$ cat config.mk
export PLATFORM = sky130hd
export DESIGN_NAME = bit_serializer
export DESIGN_NICKNAME = d
export VERILOG_FILES = /design/src/rtl/bit_serializer.sv
export SDC_FILE = /design/constraint.sdc
export NUM_CORES = 1
export LEC_CHECK = 0
export CORE_ASPECT_RATIO = 0.7
export CORE_MARGIN = 5
export CORE_UTILIZATION = 52
export CTS_CLUSTER_SIZE = 25
export DETAILED_ROUTE_END_ITERATION = 7
export PLACE_DENSITY_LB_ADDON = 0.08
export REMOVE_ABC_BUFFERS = 1
export SLEW_MARGIN = 15
export SYNTH_ARGS = -nofsm -noshare
export SYNTH_HDL_FRONTEND = slang
export SYNTH_SLANG_ARGS = --single-unit
$ cat constraint.sdc
create_clock -name clk -period 2.15 [get_ports clk]
set_input_delay 0.215 -clock clk [delete_from_list [all_inputs] [get_ports clk]]
set_output_delay 0.215 -clock clk [all_outputs]
set_load 0.05 [all_outputs]
$ cat src/rtl/bit_serializer.sv
// Parallel-to-serial shifter with a one-word hold buffer, so consecutive words
// leave on sout with no idle cycle between them.
module bit_serializer #(
    parameter int WIDTH     = 8,
    parameter int MSB_FIRST = 1
) (
    input  logic             clk,
    input  logic             clr,
    input  logic             load,
    input  logic [WIDTH-1:0] data_in,
    output logic             ready,
    output logic             sout,
    output logic             sout_valid,
    output logic             done,
    output logic             state_dbg
);

    localparam int CW = $clog2(WIDTH);
    localparam logic [CW-1:0] LAST = CW'(WIDTH - 1);

    typedef enum logic {
        IDLE  = 1'b0,
        SHIFT = 1'b1
    } state_t;

    state_t           state, state_nxt;
    logic [WIDTH-1:0] sreg, sreg_nxt;
    logic [WIDTH-1:0] hbuf, hbuf_nxt;
    logic [CW-1:0]    cnt, cnt_nxt;
    logic             hvalid, hvalid_nxt;
    logic [WIDTH-1:0] sreg_shift;
    logic             out_bit;
    logic             accept;

    // Handshake: a word transfers on a rising edge where load && ready are both
    // high; upstream holds data_in stable until that edge.
    assign ready  = clr && ((state == IDLE) || !hvalid);
    assign accept = load && ready;

    assign sreg_shift = (MSB_FIRST != 0) ? {sreg[WIDTH-2:0], 1'b0}
                                         : {1'b0, sreg[WIDTH-1:1]};
    assign out_bit    = (MSB_FIRST != 0) ? sreg[WIDTH-1] : sreg[0];

    assign sout_valid = (state == SHIFT);
    assign sout       = sout_valid && out_bit;
    assign done       = sout_valid && (cnt == LAST);
    assign state_dbg  = (state == SHIFT);

    always_ff @(posedge clk or negedge clr) begin
        if (!clr) begin
            state  <= IDLE;
            sreg   <= '0;
            hbuf   <= '0;
            cnt    <= '0;
            hvalid <= 1'b0;
        end else begin
            state  <= state_nxt;
            sreg   <= sreg_nxt;
            hbuf   <= hbuf_nxt;
            cnt    <= cnt_nxt;
            hvalid <= hvalid_nxt;
        end
    end

    always_comb begin
        state_nxt  = state;
        sreg_nxt   = sreg;
        hbuf_nxt   = hbuf;
        cnt_nxt    = cnt;
        hvalid_nxt = hvalid;
        case (state)
            IDLE: begin
                if (accept) begin
                    sreg_nxt  = data_in;
                    cnt_nxt   = '0;
                    state_nxt = SHIFT;
                end
            end
            SHIFT: begin
                if (cnt == LAST) begin
                    // Buffered word wins over a fresh one; ready is low then anyway.
                    if (hvalid) begin
                        sreg_nxt   = hbuf;
                        hvalid_nxt = 1'b0;
                        cnt_nxt    = '0;
                    end else if (accept) begin
                        sreg_nxt = data_in;
                        cnt_nxt  = '0;
                    end else begin
                        sreg_nxt  = '0;
                        cnt_nxt   = '0;
                        state_nxt = IDLE;
                    end
                end else begin
                    sreg_nxt = sreg_shift;
                    cnt_nxt  = cnt + 1'b1;
                    if (accept) begin
                        hbuf_nxt   = data_in;
                        hvalid_nxt = 1'b1;
                    end
                end
            end
            default: state_nxt = IDLE;
        endcase
    end

endmodule

After elaboration in Yosys (flattened, before gate mapping)
Cells that the tools add are included.

cells by class
  $add $sub $neg = 1
  equality and inequality tests = 2
  multiplexer cells = 14
  bitwise logic cells = 2
  reductions and logical operators = 9

operator list
  operator                                     count
  2-to-1 mux 8 bit                             4
  one-hot mux 8 bit (2 select lines)           1
  2-to-1 mux 3 bit                             2
  one-hot mux 3 bit (2 select lines)           1
  2-to-1 mux 1 bit                             5
  logical AND 1 bit                            4
  adder 3 x 1 -> 3 bit, second input constant  1
  == test 3 bit, second input constant         1
  AND reduction 3 bit                          1
  != test 2 bit, second input constant         1
  NOT 1 bit                                    2
  one-hot mux 1 bit (2 select lines)           1
  AND reduction 2 bit                          1
  nonzero test 2 bit                           1
  logical NOT 1 bit                            1
  logical OR 1 bit                             1

word-level totals
  bits in registers = 21
  bits of input ports = 11
  output and inout bits = 5
  logic and storage cells = 33

Logic depth before layout (Yosys ltp)
Gate-level depths: netlist (run 1).

  depth in word-level cells = 8
  gate-level depth with buffers = 7

Worst setup path after synthesis (run 1)
OpenSTA, ideal clock, no wires.

  path type = reg-to-output
  start = register state, in the netlist sout_valid
  end = output port ready
  arrival time = 2.113 ns
  required time = 1.935 ns
  setup slack = -0.178 ns
  stages on the path, launching flop included = 4
  cells stage by stage = dfrtp_1 clkbuf_2 clkbuf_1 a21boi_0

between the ends
  word-level cells in the longest chain between the ends = 3

RTL lines
  element                 RTL line  RTL
  start, declared         26        state_t state, state_nxt;
  start signal, assigned  57        state <= state_nxt;
  NOT 1 bit               n/a
  logical OR 1 bit        37        assign ready = clr && ((state == IDLE) || !hvalid);
  logical AND 1 bit       37
  end, declared           11        output logic ready,

Every way passes these cells.

Worst setup path after layout (run 1)
  start = register cnt[0]
  end = output port done

between the ends
  word-level cells in the longest chain between the ends = 2

RTL lines
  element                 RTL line  RTL
  start, declared         29        logic [CW-1:0] cnt, cnt_nxt;
  start signal, assigned  60        cnt <= cnt_nxt;
  == test 3 bit           46        assign done = sout_valid && (cnt == LAST);
  logical AND 1 bit       46
  end, declared           14        output logic done,

Every way passes these cells.

==> results of run 1 <==
-- through the flow --
step | TNS, ps | utilization | hold WS (ps) | instance area [sq um] | setup slack (ps)
finish | 0 | 0.629 | 202 | 1320 | 255
global route | 0 | 0.629 | 203 | 1320 | 183
CTS | 0 | 0.629 | 197 | 1320 | 240
detailed placement | 0 | 0.616 | 491 | 1290 | 374
global placement | 0 | 0.616 | 489 | 1290 | 405
floorplan | -357 | - | -80.6 | 1060 | -357
-- worst paths after layout --
path                           end  slack (ps)
max                           done         260
min                         hvalid         200
max reg2reg                hbuf[3]         340
min reg2reg                 cnt[0]         520
max in group asynchronous  sreg[2]        1540
min in group clk            cnt[0]         520
-- flip-flops by register name (all words and copies together) (netlist names) --
name        flops
cnt             3
hbuf            8
hvalid          1
sout_valid      1
sreg            8
-- synth_stat cells --
library cell,n,area (sq um)
inv_1,8,30.0
clkbuf_1,3,11.3
buf_4,3,22.5
nor3_4,1,16.3
a21oi_1,1,5.00
a31oi_1,1,6.26
a21boi_0,1,7.51
o22ai_1,7,43.8
o311a_1,7,70.1
ha_1,2,25.0
mux2_2,8,90.1
nand3b_1,1,7.51
o2111ai_1,1,8.76
o21ai_0,12,60.1
nor2_1,1,3.75
buf_6,1,11.3
clkbuf_2,1,5.00
and3_1,1,6.26
nand2_1,13,48.8
buf_2,2,10.0
and2_1,2,12.5
mux2i_1,7,70.1
nand2b_4,1,13.8
nand2b_1,1,6.26
dfrtp_1,21,526
-- layer usage --
| layer | wire (microns) | part of all wire | track usage | vias up |
|---|---|---|---|---|
| met4 | 36 | 0.016 | 0.0690 | 0 |
| met3 | 86 | 0.039 | 0.0507 | 6 |
| met2 | 1010 | 0.46 | 0.245 | 11 |
| met1 | 1070 | 0.49 | 0.199 | 421 |
| met5 | 0 | 0 | 0 | - |
| li1 | - | - | - | 413 |
-- power by group --
part,internal (mW),switching [mW]
logic,0.373,0.458
registers,0.578,0.106
clock network,0.0699,0.136
-- cell families after synthesis --
family	Yosys count	share of synthesized area
AO/OA/AOI/OAI	30	0.180
AND/OR/NAND/NOR	21	0.103
flip-flops	21	0.470
buffers and inverters	18	0.0806
multiplexers	15	0.143
adder cells (fa/ha/maj)	2	0.0224
-- critical path, stage by stage (launching register included) --
cell,delay [ps]
dfrtp_1,420
ha_1,200
ha_1,190
buf_4,200
and2_1,190
buf_12,150
-- cell type report --
type                            count  area (sq um)  share of cell area
Multi-Input combinational cell     68           502               0.379
Timing Repair Buffer               21           208               0.157
Inverter                            8          30.0              0.0227
Tap cell                           24          30.0              0.0227
Clock buffer                        3          22.5              0.0170
Sequential cell                    21           526               0.397
Clock inverter                      1          5.00             0.00378
==> impl_metrics.json, run 1 <==
{
  "drtIter0Drc": 40,
  "port_buffers": 15,
  "grt-ovfl-total": 0,
  "cts_buffers": 3,
  "hold_viol_final": 0,
  "ys_seq_area_frac": 0.470,
  "required_ps": 1930,
  "cap_violations": 0,
  "skew_ps": 17.3,
  "antenna_found_initial": 0,
  "ant_nets": 0,
  "worstPathArrival_ps": 1680,
  "clk_pin_slew_ps": 140,
  "dp_cells": 142,
  "most-common-layout-cells": "21 x dfrtp_1, 13 x nand2_1, 12 x o21ai_0",
  "h-tree-depth": 1,
  "avgSynthCellArea_sq_um": 10.4,
  "drt_wl_total_microns": 2200,
  "path_class": "reg -> out",
  "worst_pin_slew_ps": 435,
  "vias": 851,
  "antennaDiodeCount": 0,
  "instances_no_fill": 146,
  "start_util": 0.532,
  "cts_tree": "done",
  "fmax_ghz": 0.528,
  "p_leak_nw": 0.623,
  "dieWidth_microns": 65.4,
  "syn-instance-count": 107,
  "area_delta_synth_final_pct": 18.4,
  "drv_slew": 0,
  "grt_util_all_layers": 0.157,
  "cp-end-kind": "output port",
  "outcome": "complete, no violations",
  "cts_resized": 0,
  "ir_worst_vdd_uv": 680,
  "grt_max_degree": 29,
  "total_power_mw": 1.72,
  "cp-startpoint": "cnt[0]",
  "min_period_over_period": 0.881,
  "die-area_sq_um": 3190,
  "final_common_cell": "dfrtp_1",
  "die_height_microns": 48.8,
  "ctsHoldBuffers": 0,
  "hpwl_microns": 1500,
  "num-fill-cells": 182,
  "clock_latency_ps": 330,
  "detail_route.first_pass.iterations": 4,
  "numClockSinks": 21,
  "synth_warnings": 0,
  "grt_pass1_wl_microns": 3860,
  "gp_congestion": 0.733,
  "synth_cell_types": 25,
  "io_pins": 16,
  "synth-seq-cells": 21,
  "core_sq_um": 2100,
  "cts_max_path_buffers": 2,
  "post-route-min-period_ps": 1890,
  "powerDensity_nw_per_um2": 1300,
  "setup_viol_count_final": 0,
  "layout.nets": 136,
  "synth_area_sq_um": 1120,
  "cts_root_buffer": "clkbuf_4",
  "reg2reg_from": "cnt[0]",
  "grt_pass1_vias": 829,
  "routedWlPerCell_microns": 15.0,
  "row_count": 14,
  "viasPerCell": 5.83,
  "cts_setup_buffers": 0,
  "r2r_cells": 5,
  "crit_fanout": 17,
  "start_kind": "flop",
  "drc": 0,
  "max_slew_margin": 0.709,
  "min_path_type": "in -> async",
  "grt_setup_unrepaired": "no",
  "layout-drive-gt1-share": 0.205
}
(Power assumes the default switching activity.)
==> run 2, diff against run 1 <==
--- a/config.mk
+++ b/config.mk
@@ -10,9 +10,9 @@
 export CORE_UTILIZATION = 52
 export CTS_CLUSTER_SIZE = 25
 export DETAILED_ROUTE_END_ITERATION = 7
-export PLACE_DENSITY_LB_ADDON = 0.08
+export PLACE_DENSITY = 0.77
 export REMOVE_ABC_BUFFERS = 1
-export SLEW_MARGIN = 15
+export SLEW_MARGIN = 20
 export SYNTH_ARGS = -nofsm -noshare
 export SYNTH_HDL_FRONTEND = slang
 export SYNTH_SLANG_ARGS = --single-unit
==> impl_metrics.json, run 2 (same netlist as run 1, synthesis figures left out) <==
{
  "skew_ps": 8.62,
  "p_sw_frac": 0.404,
  "vias": 859,
  "powerDensity_nw_per_um2": 1300,
  "most-common-layout-cells": "21 x dfrtp_1, 13 x nand2_1, 12 x o21ai_0",
  "layout.nets": 137,
  "start_kind": "flop",
  "r2r_cells": 5,
  "die-area_sq_um": 3190,
  "p_int_mw": 1.03,
  "cp-end-kind": "output port",
  "drt_wl_total_microns": 2230,
  "worstPathArrival_ps": 1660,
  "dieWidth_microns": 65.4,
  "drc": 0,
  "max_slew_margin": 0.722,
  "grt_setup_unrepaired": "no",
  "detail_route.first_pass.iterations": 4,
  "grt_pass1_vias": 815,
  "outcome": "complete, no violations",
  "cts_resized": 0,
  "row_count": 14,
  "p_clk_frac": 0.112,
  "setup_viol_count_final": 0,
  "seqPwrFrac": 0.408,
  "cts_max_path_buffers": 2,
  "required_ps": 1930,
  "cts_tree": "done",
  "p_leak_nw": 0.624,
  "routedWlPerCell_microns": 15.2,
  "path_class": "reg -> out",
  "grt_util_all_layers": 0.154,
  "grt_pass1_wl_microns": 3810,
  "io_pins": 16,
  "clock_latency_ps": 310,
  "cts_root_buffer": "clkbuf_4",
  "fmax_ghz": 0.533,
  "antennaDiodeCount": 0,
  "combPwrFrac": 0.480,
  "h-tree-depth": 1,
  "port_buffers": 15,
  "drv_slew": 0,
  "cap_violations": 0,
  "core_sq_um": 2100,
  "final_area_sq_um": 1330,
  "ant_nets": 0,
  "die_height_microns": 48.8,
  "hpwl_microns": 1610,
  "drtIter0Drc": 27,
  "cts_buffers": 3,
  "numClockSinks": 21,
  "antenna_found_initial": 0,
  "clk_pin_slew_ps": 120,
  "post-route-min-period_ps": 1880,
  "place_ws_ps": 358,
  "min_period_over_period": 0.872,
  "p_sw_mw": 0.700,
  "ir_worst_vdd_uv": 607,
  "start_util": 0.532,
  "ctsHoldBuffers": 0,
  "worst_pin_slew_ps": 415,
  "grt-ovfl-total": 0,
  "grt_max_degree": 20,
  "fin_hold_ws_ps": 250,
  "viasPerCell": 5.84,
  "num-fill-cells": 192,
  "layout-drive-gt1-share": 0.203,
  "crit_fanout": 17,
  "total_power_mw": 1.73,
  "worst_slack_ps": 275,
  "area_delta_synth_final_pct": 18.9,
  "place_area_sq_um": 1300,
  "top_regs": "hbuf: 8 flops, sreg: 8 flops, cnt: 3 flops",
  "cts_setup_buffers": 0,
  "hold_viol_final": 0,
  "gp_congestion": 0.756,
  "final_common_cell": "dfrtp_1",
  "min_path_type": "in -> async"
}
run 2: metal layers:
metal  vias to the layer above  wire [microns]  GRT usage  share of wire
met3                         3             111     0.0507          0.050
met5                         -               0          0              0
met1                       419            1110      0.219           0.50
met2                        17             994      0.225           0.45
met4                         0              17     0.0379         0.0076
li1                        420               -          -              -
run 2: power groups by stage:
stage	Clock, mW	Sequential, mW	Combinational (mW)
after floorplan	0	0.757	0.495
after global placement	0	0.704	0.804
after detailed placement	0	0.717	0.836
after CTS	0.201	0.708	0.839
after global routing	0.224	0.730	0.918
final	0.194	0.707	0.832
run 2: area by class of cell:
type / count / area [sq um] / area share
flip-flops and latches: 21 / 526 / 0.395
inverters: 8 / 30.0 / 0.0226
repair buffers: 22 / 215 / 0.162
multi-input cells: 68 / 502 / 0.378
well taps: 24 / 30.0 / 0.0226
clock buffers: 4 / 26.3 / 0.0198
run 2: worst max-delay path, stage by stage, from the launching register on:
cell and delay, ps:
dfrtp_1 410, ha_1 210, ha_1 190, buf_4 190, and2_1 190, buf_12 160
run 2: final timing paths:
kind | startpoint | end | slack [ps]
setup / recovery | cnt[0] | done | 270
max in group asynchronous | clr | hbuf[4] | 1490
setup reg to reg | cnt[0] | hbuf[2] | 340
min in group clk | cnt[0] | cnt[0] | 510
hold reg to reg | cnt[0] | cnt[0] | 510
hold / removal | clr | sreg[0] | 250
run 2: metrics by stage:
step	setup TNS (ps)	std cells	utilization
2_1_floorplan	-357	97	-
3_3_place_gp	0	143	0.620
3_5_place_dp	0	143	0.620
4_1_cts	0	147	0.632
5_1_grt	0	147	0.632
6_report	0	147	0.632
==> run 3, diff against run 2 <==
--- a/config.mk
+++ b/config.mk
@@ -10,6 +10,7 @@
 export CORE_UTILIZATION = 52
 export CTS_CLUSTER_SIZE = 25
 export DETAILED_ROUTE_END_ITERATION = 7
+export GPL_TIMING_DRIVEN = 0
 export PLACE_DENSITY = 0.77
 export REMOVE_ABC_BUFFERS = 1
 export SLEW_MARGIN = 20
==> impl_metrics.json, run 3 (same netlist as run 1, synthesis figures left out) <==
{
  "antennaDiodeCount": 0,
  "p_int_mw": 0.972,
  "min_path_type": "in -> reg",
  "cts_buffers": 3,
  "cp-startpoint": "sout_valid",
  "grt_max_degree": 30,
  "required_ps": 1930,
  "combPwrFrac": 0.424,
  "cts_root_buffer": "clkbuf_4",
  "row_count": 14,
  "hpwl_microns": 1330,
  "post-route-min-period_ps": 2090,
  "cp_cell_sequence": "clkdlybuf4s50_1",
  "cts_max_path_buffers": 2,
  "io_pins": 16,
  "viasPerCell": 5.94,
  "routedWlPerCell_microns": 14.8,
  "worstPathArrival_ps": 1870,
  "numClockSinks": 21,
  "drc": 0,
  "cp_slowest_cell": "clkdlybuf4s50_1",
  "final_common_cell": "dfrtp_1",
  "holdPathStages": 3,
  "start_util": 0.532,
  "grt_util_all_layers": 0.147,
  "worst_path_largest_cell_delay_ps": 900,
  "drtIter0Drc": 33,
  "fmax_ghz": 0.479,
  "dieWidth_microns": 65.4,
  "grt_pass1_wl_microns": 3680,
  "holdPathEnd": "hvalid",
  "seqPwrFrac": 0.460,
  "die_height_microns": 48.8,
  "register_area_sq_um": 527,
  "ant_nets": 0,
  "cp-end-kind": "output port",
  "num-fill-cells": 178,
  "h-tree-depth": 1,
  "path_class": "reg -> out",
  "drv_slew": 0,
  "cts_tree": "done",
  "crit_fanout": 29,
  "powerDensity_nw_per_um2": 1270,
  "die-area_sq_um": 3190,
  "clk_pin_slew_ps": 120,
  "core_sq_um": 2100,
  "p_sw_mw": 0.666,
  "utilization": 0.614,
  "cts_setup_buffers": 0,
  "reg2reg_slack_ps": 200,
  "cp_top_family": "buffers and inverters",
  "multi_input_area_sq_um": 507,
  "p_leak_nw": 0.595,
  "r2r_cells": 5,
  "ir_worst_vdd_uv": 581,
  "start_kind": "flop",
  "total_power_mw": 1.64,
  "r2r_end": "hbuf[5]",
  "grt_pass1_vias": 822,
  "skew_ps": 7.54,
  "p_sw_frac": 0.407,
  "path_buf_inv": 1,
  "grt-ovfl-total": 0,
  "clock_latency_ps": 310,
  "cap_violations": 0,
  "hold_viol_final": 0,
  "tns_ps": 0,
  "layout-drive-gt1-share": 0.153,
  "holdCritStartpoint": "clr",
  "area_delta_synth_final_pct": 15.5,
  "detail_route.first_pass.iterations": 4,
  "most-common-layout-cells": "20 x dfrtp_1, 12 x o21ai_0, 12 x nand2_1",
  "worst_pin_slew_ps": 668,
  "min_period_over_period": 0.971,
  "gp_congestion": 0.726,
  "outcome": "complete, no violations",
  "antenna_found_initial": 0,
  "reg2reg_from": "cnt[0]",
  "top_regs": "hbuf: 8 flops, sreg: 8 flops, cnt: 3 flops",
  "grt_setup_unrepaired": "no",
  "vias": 843,
  "port_buffers": 15,
  "layout.nets": 132,
  "setup_viol_count_final": 0,
  "drt_wl_total_microns": 2100,
  "max_slew_margin": 0.555,
  "p_clk_frac": 0.116
}
[run 3: cell count changes in the layout (fill, tap and decap cells not counted), sizes merged]
cell | before | now
buf | 12 | 0
clkdlybuf4s15 | 0 | 2
clkdlybuf4s50 | 10 | 11
dlygate4sd2 | 0 | 2
dlygate4sd3 | 0 | 2
[run 3: routing by layer]
layer  share of wire  up-vias  track usage
met3           0.050        4       0.0461
met5               0        -            0
met2            0.45       13        0.237
met4           0.011        0       0.0517
met1            0.49      419        0.186
li1                -      407            -
[run 3: how the worst max path moves through the flow]
stage                     slack, ps  cells past startpoint    endpoint
after global placement        -1290                      4     hbuf[0]
after detailed placement      -1330                      4     hbuf[7]
after floorplan                -360                      1       ready
after global routing              8                      1  sout_valid
after CTS                        60                      1   state_dbg
final                            60                      1  sout_valid
[run 3: cell type report]
cell class,count,share of cell area
multi-input cells,68,0.393
repair buffers,17,0.132
clock buffers,4,0.0204
well taps,24,0.0233
inverters,8,0.0233
flip-flops and latches,21,0.408
[run 3: per-stage QoR]
step           cells  instance area, sq um  worst slack (ps)  hold slack, ps
2_1_floorplan     97                  1060              -357           -80.6
3_3_place_gp     136                  1240             -1290             483
3_5_place_dp     136                  1240             -1330             496
4_1_cts          142                  1290              59.6             373
5_1_grt          142                  1290              8.16             392
6_report         142                  1290              62.1             385
[run 3: repair_timing]
item	CTS	global route
hold endpoints to repair	10	0
resized for setup	11	0
hold buffers	2	0
endpoints found under the setup margin	25	0
[run 3: worst min-delay path, cell delays in order]
cell             delay [ps]
clkdlybuf4s15_2         250
a31oi_1                 100
nor2_1                   90
[run 3: power by group through the flow]
stage	clock network [mW]	logic, mW	registers (mW)
floorplan	0	0.495	0.757
detailed placement	0	0.711	0.761
finish	0.190	0.695	0.754
global placement	0	0.681	0.749
global route	0.220	0.775	0.785
CTS	0.198	0.704	0.753
